## src/rtl/iic_pkg.sv

```systemverilog
`default_nettype none
// +----------------------------------------------------------------------+
// | iic_pkg : FSM states, byte-step codes and step sequencing helpers    |
// | Rev 1.0                                                              |
// +----------------------------------------------------------------------+
package iic_pkg;

   typedef enum logic [1:0] {
      ST_IDLE  = 2'd0,
      ST_ISSUE = 2'd1,
      ST_WAIT  = 2'd2,
      ST_DONE  = 2'd3
   } state_t;

   typedef enum logic [2:0] {
      STEP_DEV_W   = 3'd0,
      STEP_REG_HI  = 3'd1,
      STEP_REG_LO  = 3'd2,
      STEP_WR_DATA = 3'd3,
      STEP_DEV_R   = 3'd4,
      STEP_RD_DATA = 3'd5
   } step_t;

   localparam logic C_DIR_TX = 1'b0;
   localparam logic C_DIR_RX = 1'b1;

   function automatic step_t next_step(input step_t s, input logic rnw, input logic two_byte);
      step_t n;
      n = s;
      case (s)
         STEP_DEV_W:  n = two_byte ? STEP_REG_HI : STEP_REG_LO;
         STEP_REG_HI: n = STEP_REG_LO;
         STEP_REG_LO: n = rnw ? STEP_DEV_R : STEP_WR_DATA;
         STEP_DEV_R:  n = STEP_RD_DATA;
         default:     n = s;
      endcase
      return n;
   endfunction

   function automatic logic is_last_step(input step_t s);
      return (s == STEP_WR_DATA) || (s == STEP_RD_DATA);
   endfunction

endpackage
`default_nettype wire

```

## src/rtl/iic_reg_access_if.sv

```systemverilog
`default_nettype none
// +----------------------------------------------------------------------+
// | iic_reg_access_if : host request/response and byte-controller ports  |
// | Rev 1.0                                                              |
// +----------------------------------------------------------------------+
interface iic_req_if;
   logic        req_valid;
   logic        req_ready;
   logic        req_rnw;
   logic        req_dev_sel;
   logic [6:0]  req_dev;
   logic [15:0] req_reg;
   logic [7:0]  req_wdata;
   logic        rsp_done;
   logic        rsp_err;
   logic [7:0]  rsp_rdata;

   modport master (
      output req_valid, req_rnw, req_dev_sel, req_dev, req_reg, req_wdata,
      input  req_ready, rsp_done, rsp_err, rsp_rdata
   );

   modport slave (
      input  req_valid, req_rnw, req_dev_sel, req_dev, req_reg, req_wdata,
      output req_ready, rsp_done, rsp_err, rsp_rdata
   );
endinterface

interface iic_ctl_if;
   logic [7:0] ctl_data_tx;
   logic [7:0] ctl_data_rx;
   logic       ctl_start;
   logic       ctl_stop;
   logic       ctl_dir;
   logic       ctl_do;
   logic       ctl_ready;
   logic       ctl_error;

   modport master (
      output ctl_data_tx, ctl_start, ctl_stop, ctl_dir, ctl_do,
      input  ctl_data_rx, ctl_ready, ctl_error
   );

   modport slave (
      input  ctl_data_tx, ctl_start, ctl_stop, ctl_dir, ctl_do,
      output ctl_data_rx, ctl_ready, ctl_error
   );
endinterface
`default_nettype wire

```

## src/rtl/iic_reg_access.sv

```systemverilog
`default_nettype none
// +----------------------------------------------------------------------+
// | iic_reg_access : register read/write to I2C byte-command sequencer   |
// | Rev 1.0                                                              |
// +----------------------------------------------------------------------+
module iic_reg_access
   import iic_pkg::*;
#(
   parameter int         REG_ADDR_BYTES = 1,
   parameter logic [6:0] DEV_ADDR       = 7'h50
) (
   input  logic      clk,
   input  logic      rst,
   iic_req_if.slave  host,
   iic_ctl_if.master ctl
);

   generate
      if ((REG_ADDR_BYTES != 1) && (REG_ADDR_BYTES != 2)) begin : g_bad_reg_addr_bytes
         $error("iic_reg_access: REG_ADDR_BYTES must be 1 or 2");
      end
   endgenerate

   localparam logic C_TWO_BYTE = (REG_ADDR_BYTES == 2);

   state_t      r_state;
   step_t       r_step;
   logic        r_skip;
   logic        r_rnw;
   logic [6:0]  r_dev;
   logic [15:0] r_reg;
   logic [7:0]  r_wdata;
   logic        r_req_ready;
   logic        r_rsp_done;
   logic        r_rsp_err;
   logic [7:0]  r_rsp_rdata;
   logic [7:0]  r_data_tx;
   logic        r_start;
   logic        r_stop;
   logic        r_dir;
   logic        r_do;

   logic [7:0]  w_tx_byte;
   logic        w_start;
   logic        w_stop;
   logic        w_dir;

   always_comb begin
      w_tx_byte = 8'h00;
      w_start   = 1'b0;
      w_stop    = 1'b0;
      w_dir     = C_DIR_TX;
      case (r_step)
         STEP_DEV_W: begin
            w_tx_byte = {r_dev, 1'b0};
            w_start   = 1'b1;
         end
         STEP_REG_HI:  w_tx_byte = r_reg[15:8];
         STEP_REG_LO:  w_tx_byte = r_reg[7:0];
         STEP_WR_DATA: begin
            w_tx_byte = r_wdata;
            w_stop    = 1'b1;
         end
         STEP_DEV_R: begin
            w_tx_byte = {r_dev, 1'b1};
            w_start   = 1'b1;
         end
         STEP_RD_DATA: begin
            w_stop = 1'b1;
            w_dir  = C_DIR_RX;
         end
         default: w_tx_byte = 8'h00;
      endcase
   end

   always_ff @(posedge clk or posedge rst) begin
      if (rst) begin
         r_state     <= ST_IDLE;
         r_step      <= STEP_DEV_W;
         r_skip      <= 1'b0;
         r_rnw       <= 1'b0;
         r_dev       <= 7'h00;
         r_reg       <= 16'h0000;
         r_wdata     <= 8'h00;
         r_req_ready <= 1'b1;
         r_rsp_done  <= 1'b0;
         r_rsp_err   <= 1'b0;
         r_rsp_rdata <= 8'h00;
         r_data_tx   <= 8'h00;
         r_start     <= 1'b0;
         r_stop      <= 1'b0;
         r_dir       <= 1'b0;
         r_do        <= 1'b0;
      end else begin
         r_do       <= 1'b0;
         r_rsp_done <= 1'b0;
         case (r_state)
            ST_IDLE: begin
               if (host.req_valid && r_req_ready) begin
                  r_rnw       <= host.req_rnw;
                  r_dev       <= host.req_dev_sel ? host.req_dev : DEV_ADDR;
                  r_reg       <= host.req_reg;
                  r_wdata     <= host.req_wdata;
                  r_req_ready <= 1'b0;
                  r_rsp_err   <= 1'b0;
                  r_rsp_rdata <= 8'h00;
                  r_step      <= STEP_DEV_W;
                  r_state     <= ST_ISSUE;
               end
            end
            ST_ISSUE: begin
               if (ctl.ctl_ready) begin
                  r_data_tx <= w_tx_byte;
                  r_start   <= w_start;
                  r_stop    <= w_stop;
                  r_dir     <= w_dir;
                  r_do      <= 1'b1;
                  r_skip    <= 1'b1;
                  r_state   <= ST_WAIT;
               end
            end
            ST_WAIT: begin
               // Controller drops ready one cycle after do, so the first WAIT cycle is blind.
               if (r_skip) begin
                  r_skip <= 1'b0;
               end else if (ctl.ctl_ready) begin
                  if ((r_dir == C_DIR_TX) && ctl.ctl_error) begin
                     r_rsp_err  <= 1'b1;
                     r_rsp_done <= 1'b1;
                     r_state    <= ST_DONE;
                  end else if (is_last_step(r_step)) begin
                     if (r_dir == C_DIR_RX) begin
                        r_rsp_rdata <= ctl.ctl_data_rx;
                     end
                     r_rsp_done <= 1'b1;
                     r_state    <= ST_DONE;
                  end else begin
                     r_step  <= next_step(r_step, r_rnw, C_TWO_BYTE);
                     r_state <= ST_ISSUE;
                  end
               end
            end
            ST_DONE: begin
               r_req_ready <= 1'b1;
               r_state     <= ST_IDLE;
            end
            default: r_state <= ST_IDLE;
         endcase
      end
   end

   assign host.req_ready = r_req_ready;
   assign host.rsp_done  = r_rsp_done;
   assign host.rsp_err   = r_rsp_err;
   assign host.rsp_rdata = r_rsp_rdata;

   assign ctl.ctl_data_tx = r_data_tx;
   assign ctl.ctl_start   = r_start;
   assign ctl.ctl_stop    = r_stop;
   assign ctl.ctl_dir     = r_dir;
   assign ctl.ctl_do      = r_do;

endmodule
`default_nettype wire

```

## src/flat_wrapper.sv

```systemverilog
// flat-port wrapper written by rule: the top's interface ports become plain ports
module iic_reg_access_flat import iic_pkg::*;
#(
   parameter int         REG_ADDR_BYTES = 1,
   parameter logic [6:0] DEV_ADDR       = 7'h50
)
  (clk, rst, host_req_valid, host_req_rnw, host_req_dev_sel, host_req_dev, host_req_reg, host_req_wdata, host_req_ready, host_rsp_done, host_rsp_err, host_rsp_rdata, ctl_ctl_data_tx, ctl_ctl_start, ctl_ctl_stop, ctl_ctl_dir, ctl_ctl_do, ctl_ctl_data_rx, ctl_ctl_ready, ctl_ctl_error);
  iic_req_if host_i ();
  iic_ctl_if ctl_i ();
  input  logic clk;
  input  logic rst;
  input wire logic [$bits(host_i.req_valid)-1:0] host_req_valid;
  input wire logic [$bits(host_i.req_rnw)-1:0] host_req_rnw;
  input wire logic [$bits(host_i.req_dev_sel)-1:0] host_req_dev_sel;
  input wire logic [$bits(host_i.req_dev)-1:0] host_req_dev;
  input wire logic [$bits(host_i.req_reg)-1:0] host_req_reg;
  input wire logic [$bits(host_i.req_wdata)-1:0] host_req_wdata;
  output wire logic [$bits(host_i.req_ready)-1:0] host_req_ready;
  output wire logic [$bits(host_i.rsp_done)-1:0] host_rsp_done;
  output wire logic [$bits(host_i.rsp_err)-1:0] host_rsp_err;
  output wire logic [$bits(host_i.rsp_rdata)-1:0] host_rsp_rdata;
  output wire logic [$bits(ctl_i.ctl_data_tx)-1:0] ctl_ctl_data_tx;
  output wire logic [$bits(ctl_i.ctl_start)-1:0] ctl_ctl_start;
  output wire logic [$bits(ctl_i.ctl_stop)-1:0] ctl_ctl_stop;
  output wire logic [$bits(ctl_i.ctl_dir)-1:0] ctl_ctl_dir;
  output wire logic [$bits(ctl_i.ctl_do)-1:0] ctl_ctl_do;
  input wire logic [$bits(ctl_i.ctl_data_rx)-1:0] ctl_ctl_data_rx;
  input wire logic [$bits(ctl_i.ctl_ready)-1:0] ctl_ctl_ready;
  input wire logic [$bits(ctl_i.ctl_error)-1:0] ctl_ctl_error;
  assign host_i.req_valid = host_req_valid;
  assign host_i.req_rnw = host_req_rnw;
  assign host_i.req_dev_sel = host_req_dev_sel;
  assign host_i.req_dev = host_req_dev;
  assign host_i.req_reg = host_req_reg;
  assign host_i.req_wdata = host_req_wdata;
  assign host_req_ready = host_i.req_ready;
  assign host_rsp_done = host_i.rsp_done;
  assign host_rsp_err = host_i.rsp_err;
  assign host_rsp_rdata = host_i.rsp_rdata;
  assign ctl_ctl_data_tx = ctl_i.ctl_data_tx;
  assign ctl_ctl_start = ctl_i.ctl_start;
  assign ctl_ctl_stop = ctl_i.ctl_stop;
  assign ctl_ctl_dir = ctl_i.ctl_dir;
  assign ctl_ctl_do = ctl_i.ctl_do;
  assign ctl_i.ctl_data_rx = ctl_ctl_data_rx;
  assign ctl_i.ctl_ready = ctl_ctl_ready;
  assign ctl_i.ctl_error = ctl_ctl_error;
  iic_reg_access #(.REG_ADDR_BYTES(REG_ADDR_BYTES), .DEV_ADDR(DEV_ADDR)) u_core (.clk(clk), .rst(rst), .host(host_i), .ctl(ctl_i));
endmodule
```

## config.mk

```make
export PLATFORM = sky130hd
export DESIGN_NAME = iic_reg_access_flat
export DESIGN_NICKNAME = d
export VERILOG_FILES = /design/src/rtl/iic_pkg.sv /design/src/rtl/iic_reg_access_if.sv /design/src/rtl/iic_reg_access.sv /design/src/flat_wrapper.sv
export SDC_FILE = /design/constraint.sdc
export NUM_CORES = 1
export LEC_CHECK = 0
export BUFFER_PORTS_ARGS = -buffer_cell sky130_fd_sc_hd__buf_4
export CAP_MARGIN = 20
export CORE_UTILIZATION = 35
export DETAILED_ROUTE_END_ITERATION = 10
export GPL_TIMING_DRIVEN = 0
export HOLD_SLACK_MARGIN = 0.08
export PLACE_DENSITY = 0.6
export SYNTH_ARGS = -nofsm -noshare
export SYNTH_HDL_FRONTEND = slang
export SYNTH_SLANG_ARGS = --single-unit
```

## constraint.sdc

```tcl
create_clock -name clk -period 2.2 [get_ports clk]
set_input_delay 0.44 -clock clk [delete_from_list [all_inputs] [get_ports clk]]
set_output_delay 0.44 -clock clk [all_outputs]
set_load 0.02 [all_outputs]
```

==> flow_metrics.env, run 1 <==
export IMPL_setup_violations=0
export IMPL_mappedNetlistArea_mm2=0.00268
export IMPL_min_period_over_period_pct=70.8
export IMPL_ant_nets=0
export IMPL_avgRoutedWirePerCell_um=13.5
export IMPL_ir_worst_vdd_v=0.000509
export IMPL_hold_worst_slack_ns=0.172
export IMPL_overflow=0
export IMPL_path_cells="buf_2, nand4bb_1, buf_2, buf_2, o311ai_0"
export IMPL_core_area_mm2=0.00733
export IMPL_yosys_warnings=0
export IMPL_drive_gt1_share_pct=28.3
export IMPL_cts_tree="yes"
export IMPL_grt_pass1_vias=2148
export IMPL_num_vias=2162
export IMPL_clock_latency_ns=0.34
export IMPL_start_kind="register"
export IMPL_fp_dieH_um=89.4
export IMPL_grtUsageTotal_pct=18.0
export IMPL_syn2layout_area_growth_pct=33.6
export IMPL_p_per_area_mw_per_mm2=1140
export IMPL_final_cell_count_no_fill=467
export IMPL_place_inst=451
export IMPL_grt_max_degree=35
export IMPL_worst_path_dominant_cell_family="buffers and inverters"
export IMPL_path_buf_inv=3
export IMPL_finalHoldViolCount=0
export IMPL_fin_area_mm2=0.00357
export IMPL_cp_slowest_cell="dfrtp_1"
export IMPL_status="complete, no violations"
export IMPL_fin_setup_tns_ns=0
export IMPL_place_congestion=0.779
export IMPL_syn_nets=329
export IMPL_nets=409
export IMPL_final_max_slew_viol_count=0
export IMPL_worst_pin_slew_ns=0.605
export IMPL_largest_reg_flops=16
export IMPL_cp_arrival_ns=1.74
export IMPL_io_pins=69
export IMPL_synth_area_leaders="dfrtp_1 56%, nand2_1 15%, o21ai_0 3.9%, a22o_1 3.3%, mux2i_1 3.0%"
export IMPL_synthCells=283
export IMPL_antenna_found_initial=0
export IMPL_cts_root_buf="clkbuf_8"
export IMPL_antenna_cells=0
export IMPL_h_tree_depth=3
export IMPL_grt_pass1_wl_um=10400
export IMPL_clk_pin_slew_ns=0.07
export IMPL_yosys_cell_types_count=31
export IMPL_drt_iter0_drc=153
export IMPL_path_class="reg -> reg"
export IMPL_synth_top_area_cell="dfrtp_1"
export IMPL_hpwl_um=4560
export IMPL_via_per_inst=4.63
export IMPL_cts_hold_buf=0
export IMPL_syn_avg_cell_area_um2=9.46
export IMPL_wl_um=6310
export IMPL_netlist_top_cells_count="104 x nand2_1, 60 x dfrtp_1, 21 x o21ai_0, 12 x a21oi_1, 12 x buf_2"
export IMPL_cts_buffer_depth=2
export IMPL_final_core_util_pct=48.8
export IMPL_ys_seq_area_share_pct=57.1
export IMPL_max_freq_mhz=642
export IMPL_yosysTopAreaCellShare_pct=56.1
export IMPL_first_pass_iters=4
export IMPL_slowest_delay_ns=0.32
export IMPL_min_period_ns=1.56
export IMPL_drc=0
export IMPL_numCtsBuffers=9
export IMPL_initial_utilization_pct=36.5
export IMPL_synth_most_common_cell="nand2_1"
export IMPL_dieArea_mm2=0.00800
export IMPL_cp_end_kind="register"
export IMPL_portBuffers=68
export IMPL_die_w_um=89.4
export IMPL_cp_required_ns=2.39
export IMPL_critPathMaxFanout=10
export IMPL_rsz0062_at_grt="false"
export IMPL_synth_async_reset_ratio_pct=100
export IMPL_slew_headroom_pct=59.6
export IMPL_post_cts_setup_buffers=0
export IMPL_max_cap_viol_count=0
export IMPL_finalClockSkew_ns=0.00998
export IMPL_hp_class="in -> async"
export IMPL_ys_flop_type="dfrtp_1"
export IMPL_leakage_nw=1.83
export IMPL_placed_area_mm2=0.00333
export IMPL_synth_seq_cells=61
export IMPL_synth_edf_count=0
export IMPL_postCtsResizedCells=0
export IMPL_numClockSinks=61
export IMPL_cp_common_cell="buf_2"
export IMPL_num_rows=31
==> logic make-up after synthesis <==
group	Yosys count	share of synthesized area, %
flops	61	57.1
compound gates	56	13.6
mux	8	2.99
fa+ha+maj	1	0.374
simple gates	133	21.1
buf+inv	23	4.21
xor+xnor	1	0.608
==> stage by stage <==
step,setup slack [ns],total power [mW]
floorplan,0.249,2.49
global route,0.506,4.35
detailed placement,0.622,2.91
global placement,-0.564,2.88
CTS,0.631,4.10
finish,0.642,4.06
==> worst paths after layout <==
kind / cells past startpoint / end / slack, ns / from
worst max-delay path: 5 / u_core.r_state[0] / 0.64 / u_core.r_state[1]
worst min-delay path: 2 / u_core.r_reg[9] / 0.17 / rst
worst max register to register: 5 / u_core.r_state[0] / 0.64 / u_core.r_state[1]
worst min register to register: 2 / u_core.r_dev[1] / 0.47 / u_core.r_dev[1]
max in group asynchronous: 3 / u_core.host.req_ready / 1.37 / rst
min in group clk: 3 / u_core.r_reg[8] / 0.29 / host_req_reg[8]
==> cell usage in the layout (no fill, tap or decap), types with 3 or more instances in the layout <==
cell type	n
a22o_1	10
a21oi_1	12
o21ai_0	21
nor2b_1	10
dfrtp_1	60
buf_2	12
inv_1	5
clkbuf_8	13
nand2_1	104
o22a_1	7
buf_4	69
mux2i_1	8
nor2_1	7
nand2b_1	3
==> cell type report <==
class / instances / area [um^2]
Clock inverter: 3 / 65.1
Tap cell: 99 / 124
Buffer: 17 / 90.1
Clock buffer: 13 / 179
Multi-Input combinational cell: 199 / 1040
Inverter: 6 / 22.5
Timing Repair Buffer: 69 / 531
Sequential cell: 61 / 1530
Fill cell: 718 / 3760
==> layer usage <==
layer	vias to the layer above	track usage, %	wire [um]
li1	1098	-	-
met1	1004	23.9	2930
met2	60	28.2	3030
met4	0	4.76	0
met5	-	0	0
met3	0	6.00	344
==> report_power, final <==
group | switching, mW | internal (mW)
Combinational | 0.674 | 0.545
Sequential | 0.189 | 1.47
Clock | 0.421 | 0.760
(Power assumes the default switching activity.)
==> run 2, diff against run 1 <==
- ABC_AREA: default -> 1
- PLACE_DENSITY: 0.6 -> 0.59
- clock period: 2.2 -> 1.5 ns (I/O delays scaled with it)
==> flow_metrics.env, run 2 <==
export IMPL_dieArea_mm2=0.00849
export IMPL_num_vias=2530
export IMPL_finalHoldViolCount=0
export IMPL_mappedNetlistArea_mm2=0.00285
export IMPL_mostFrequentLayoutCells="171 x nand2_1, 75 x buf_4, 59 x dfrtp_1"
export IMPL_critPathMaxFanout=8
export IMPL_antenna_found_initial=0
export IMPL_first_pass_iters=4
export IMPL_synthSimpleGateAreaFrac_pct=32.8
export IMPL_cts_root_buf="clkbuf_8"
export IMPL_netlist_top_cells_count="174 x nand2_1, 60 x dfrtp_1, 28 x inv_1, 21 x o21ai_0, 18 x nor2_1"
export IMPL_seq_power_share_pct=37.4
export IMPL_slew_headroom_pct=56.8
export IMPL_finalClockSkew_ns=0.00529
export IMPL_grt_pass1_vias=2458
export IMPL_final_core_util_pct=48.7
export IMPL_synth_edf_count=0
export IMPL_rrSetupSlack_ns=0.11
export IMPL_cp_arrival_ns=1.62
export IMPL_crit_path_end="u_core.host.rsp_rdata[3]"
export IMPL_cp_required_ns=1.73
export IMPL_ir_worst_vdd_v=0.000674
export IMPL_cts_tree="yes"
export IMPL_core_area_mm2=0.00781
export IMPL_largest_reg_flops=16
export IMPL_synth_seq_cells=61
export IMPL_leakage_nw=2.09
export IMPL_r2r_cells=8
export IMPL_area_sequential_mm2=0.00153
export IMPL_path_class="reg -> reg"
export IMPL_min_period_ns=1.39
export IMPL_fin_setup_tns_ns=0
export IMPL_startpoint="u_core.r_state[1]"
export IMPL_drt_iter0_drc=147
export IMPL_final_common_cell="nand2_1"
export IMPL_synth_async_reset_ratio_pct=100
export IMPL_combPwrFrac_pct=42.4
export IMPL_synth_most_common_cell="nand2_1"
export IMPL_grt_max_degree=34
export IMPL_place_congestion=0.788
export IMPL_max_cap_viol_count=0
export IMPL_overflow=0
export IMPL_grtUsageTotal_pct=18.0
export IMPL_p_per_area_mw_per_mm2=1880
export IMPL_syn_nets=411
export IMPL_clk_pin_slew_ns=0.07
export IMPL_p_int_mw=4.29
export IMPL_ys_seq_area_share_pct=53.7
export IMPL_crit_reg2reg_launch="u_core.r_state[1]"
export IMPL_start_kind="register"
export IMPL_hpwl_um=5070
export IMPL_synth_top_family_by_area="simple AND/OR/NAND/NOR gates"
export IMPL_io_pins=69
export IMPL_ys_flop_type="dfrtp_1"
export IMPL_die_w_um=92.2
export IMPL_synthCells=365
export IMPL_synth_compound_area_share_pct=6.64
export IMPL_wl_um=7020
export IMPL_yosysTopAreaCellShare_pct=52.8
export IMPL_switching_share_pct=39.8
export IMPL_fp_dieH_um=92.2
export IMPL_num_rows=32
export IMPL_initial_utilization_pct=36.4
export IMPL_numCtsBuffers=9
export IMPL_worst_pin_slew_ns=0.647
export IMPL_grt_pass1_wl_um=11900
export IMPL_drc=0
export IMPL_drive_gt1_share_pct=26.5
export IMPL_cts_buffer_depth=2
export IMPL_synthXorXnorAreaFrac_pct=0
export IMPL_fillers=817
export IMPL_min_period_over_period_pct=92.9
export IMPL_r2r_end="u_core.host.rsp_rdata[3]"
export IMPL_cp_end_kind="register"
export IMPL_syn_avg_cell_area_um2=7.80
export IMPL_status="complete, no violations"
export IMPL_numClockSinks=61
export IMPL_max_freq_mhz=717
export IMPL_setup_violations=0
export IMPL_synthAdderAreaFrac_pct=0
export IMPL_clockPowerShare_pct=20.1
export IMPL_synth_area_leaders="dfrtp_1 53%, nand2_1 23%, inv_1 3.7%, o21ai_0 3.7%, nand4_1 3.1%"
export IMPL_synth_top_area_cell="dfrtp_1"
export IMPL_syn2layout_area_growth_pct=33.6
export IMPL_power_switching_mw=2.84
export IMPL_yosys_cell_types_count=25
export IMPL_multi_input_area_mm2=0.00116
export IMPL_hp_class="in -> reg"
export IMPL_via_per_inst=4.53
export IMPL_avgRoutedWirePerCell_um=12.6
export IMPL_h_tree_depth=3
export IMPL_rsz0062_at_grt="true"
export IMPL_final_max_slew_viol_count=0
export IMPL_yosys_warnings=0
export IMPL_ant_nets=0
export IMPL_synth_area_mux_share_pct=0
export IMPL_clock_latency_ns=0.33
export IMPL_nets=497
export IMPL_antenna_cells=0
export IMPL_portBuffers=68
[run 2: cell types whose count changed after synthesis, sizes merged, moves of 13 or more]
cell,change
nor2,+14
inv,+23
nand3,+13
nand2,+73
nand4,+14
[run 2: routing by layer]
layer	up-vias	routed length (um)	GRT usage [%]
li1	1317	-	-
met1	1137	3330	24.3
met2	72	3270	28.6
met3	4	378	4.56
met4	0	36	4.69
met5	-	0	0
[run 2: power groups by stage]
stage | clock network, mW | logic (mW) | registers [mW]
CTS | 1.48 | 2.85 | 2.67
detailed placement | 0 | 2.83 | 2.69
global placement | 0 | 2.80 | 2.66
floorplan | 0 | 1.71 | 2.83
global route | 1.56 | 3.44 | 2.74
finish | 1.44 | 3.02 | 2.67
[run 2: kinds of logic (layout without fill, tap and decap cells)]
family                 Yosys count  in the layout
and+or+nand+nor                227            227
buffers and inverters           44            135
DFF                             61             61
AOI/OAI and AO/OA               33             33
[run 2: critical path, stage by stage, from the launching register on]
cell	delay, ns
dfrtp_2	0.41
inv_2	0.07
nor2_4	0.18
nand2_2	0.11
a21oi_4	0.19
buf_12	0.13
nand2_4	0.07
nand2_1	0.07
nand2_1	0.05
[run 2: layout make-up]
type	count	share of cell area, %
repair buffers	75	15.5
well taps	102	3.36
inverters	30	3.06
multi-input cells	260	30.5
clock inverters	4	1.25
plain buffers	14	2.30
clock buffers	12	3.82
flip-flops and latches	61	40.2
[run 2: worst min path at each step]
stage | startpoint | endpoint | slack (ns) | depth (start not counted)
after detailed placement | rst | u_core.r_state[1] | 0.43 | 2
after floorplan | rst | u_core.ctl.ctl_data_tx[0] | 0.41 | 1
after global placement | u_core.host.rsp_rdata[7] | u_core.host.rsp_rdata[7] | 0.46 | 2
after global routing | host_req_wdata[1] | u_core.r_wdata[1] | 0.15 | 3
after CTS | host_req_reg[15] | u_core.r_reg[15] | 0.14 | 3
final | host_req_wdata[1] | u_core.r_wdata[1] | 0.16 | 3
[run 2: stage by stage]
| stage | total power [mW] | cells | hold slack [ns] | setup slack, ns | area, um^2 |
|---|---|---|---|---|---|
| floorplan | 4.55 | 365 | 0.410 | 0.142 | 2850 |
| global placement | 5.46 | 535 | 0.459 | 0.0471 | 3490 |
| detailed placement | 5.52 | 536 | 0.427 | 0.0204 | 3510 |
| CTS | 6.99 | 553 | 0.140 | 0.00758 | 3710 |
| global route | 7.75 | 558 | 0.147 | -0.0110 | 3800 |
| finish | 7.13 | 558 | 0.157 | 0.106 | 3800 |
[run 2: repair_timing]
item / 4_1_cts / 5_1_grt
hold buffers: 1 / 0
setup buffers: 0 / 5
gates resized for setup: 0 / 15
setup endpoints to repair: 0 / 27
endpoints found under the hold margin: 28 / 0
==> run 3, diff against run 2 <==
- CELL_PAD_IN_SITES_DETAIL_PLACEMENT: default -> 1
- CELL_PAD_IN_SITES_GLOBAL_PLACEMENT: default -> 2
- CORE_UTILIZATION: 35 -> 30
- CTS_CLUSTER_DIAMETER: default -> 80
- PLACE_DENSITY: 0.59 -> 0.82
==> flow_metrics.env, run 3 (synthesis gave the netlist of run 2 again) <==
export IMPL_clock_latency_ns=0.34
export IMPL_fillers=1148
export IMPL_setup_violations=0
export IMPL_ir_worst_vdd_v=0.000601
export IMPL_core_area_mm2=0.00920
export IMPL_max_freq_mhz=688
export IMPL_cts_tree="yes"
export IMPL_min_period_ns=1.45
export IMPL_cp_arrival_ns=1.68
export IMPL_hpwl_um=5760
export IMPL_preCtsSetupSlack_ns=-0.0378
export IMPL_drc=0
export IMPL_slew_headroom_pct=46.3
export IMPL_initial_utilization_pct=30.9
export IMPL_nets=496
export IMPL_io_pins=69
export IMPL_portBuffers=68
export IMPL_drive_gt1_share_pct=26.2
export IMPL_numCtsBuffers=9
export IMPL_largest_reg_flops=16
export IMPL_antenna_cells=0
export IMPL_numClockSinks=61
export IMPL_finalClockSkew_ns=0.00726
export IMPL_cp_end_kind="register"
export IMPL_cts_root_buf="clkbuf_8"
export IMPL_dieArea_mm2=0.00988
export IMPL_first_pass_iters=4
export IMPL_path_class="reg -> reg"
export IMPL_min_period_over_period_pct=96.9
export IMPL_overflow=0
export IMPL_die_w_um=99.4
export IMPL_wl_um=7960
export IMPL_fin_area_mm2=0.00382
export IMPL_rsz0062_at_grt="true"
export IMPL_r2r_cells=7
export IMPL_place_congestion=0.734
export IMPL_finalHoldViolCount=0
export IMPL_start_kind="register"
export IMPL_grt_pass1_vias=2741
export IMPL_grtUsageTotal_pct=17.6
export IMPL_ant_nets=0
export IMPL_via_per_inst=4.59
export IMPL_cp_required_ns=1.73
export IMPL_max_cap_viol_count=0
export IMPL_avgRoutedWirePerCell_um=14.1
export IMPL_grt_pass1_wl_um=13400
export IMPL_num_vias=2598
export IMPL_h_tree_depth=3
export IMPL_final_max_slew_viol_count=0
export IMPL_hp_class="in -> async"
export IMPL_num_rows=35
export IMPL_fp_dieH_um=99.4
export IMPL_critPathMaxFanout=10
export IMPL_multi_input_area_mm2=0.00114
export IMPL_final_core_util_pct=41.6
export IMPL_cts_buffer_depth=2
export IMPL_worst_pin_slew_ns=0.804
export IMPL_setup_ws_ns=0.0462
export IMPL_mostFrequentLayoutCells="172 x nand2_1, 73 x buf_4, 59 x dfrtp_1"
export IMPL_placed_area_mm2=0.00352
export IMPL_drt_iter0_drc=49
export IMPL_power_total_mw=7.38
export IMPL_cts_hold_buf=0
export IMPL_syn2layout_area_growth_pct=34.3
export IMPL_area_sequential_mm2=0.00153
export IMPL_antenna_found_initial=0
export IMPL_status="complete, no violations"
export IMPL_grt_max_degree=35
export IMPL_final_common_cell="nand2_1"
export IMPL_clk_pin_slew_ns=0.07
export IMPL_leakage_nw=2.11
export IMPL_p_per_area_mw_per_mm2=1930
## run 3: path summary, 6_finish.rpt
check                                               from                         to  slack [ns]
worst max-delay path                    u_core.r_step[2]  u_core.ctl.ctl_data_tx[3]        0.05
worst min-delay path                                 rst   u_core.host.rsp_rdata[7]        0.11
worst min register to register  u_core.host.rsp_rdata[4]   u_core.host.rsp_rdata[4]        0.47
min in group clk                       host_req_wdata[3]          u_core.r_wdata[3]        0.15
worst max register to register          u_core.r_step[2]  u_core.ctl.ctl_data_tx[3]        0.05
max in group asynchronous                            rst          u_core.r_wdata[0]        0.80
## run 3: cell type report
cell class	count	area share, %
Tap cell	111	3.63
Sequential cell	61	40.0
Buffer	14	2.52
Clock inverter	5	1.96
Timing Repair Buffer	74	15.5
Inverter	30	3.14
Multi-Input combinational cell	260	29.8
Clock buffer	11	3.44
## run 3: through the flow
step                std cells  hold WS (ns)  TNS (ns)
floorplan                 365         0.410         0
global placement          544         0.456         0
detailed placement        545         0.459    -0.160
CTS                       562         0.132         0
global route              566         0.151     -1.28
finish                    566         0.105         0
## run 3: layer usage
layer  part of all wire [%]  track usage (%)  routed length, um
met1                     46             22.1               3670
met2                     48             29.8               3820
met3                    3.8             4.01                305
met4                    2.0             6.11                163
met5                      0                0                  0
## run 3: repair_timing
item	in CTS	in global routing
buffers inserted	1	4
pin swaps	1	3
gates cloned	0	0
resized for setup	3	13
setup endpoints to repair	16	46
## run 3: report_power, final
part	switching, mW	internal, mW
registers	0.357	2.31
clock network	0.674	0.929
logic	1.89	1.22
## run 3: critical path: stages (launching register included)
cell	delay [ns]
dfrtp_1	0.32
buf_2	0.19
inv_1	0.11
clkbuf_4	0.20
nand4_1	0.10
o21ai_0	0.17
o21bai_1	0.19
nand2_1	0.06
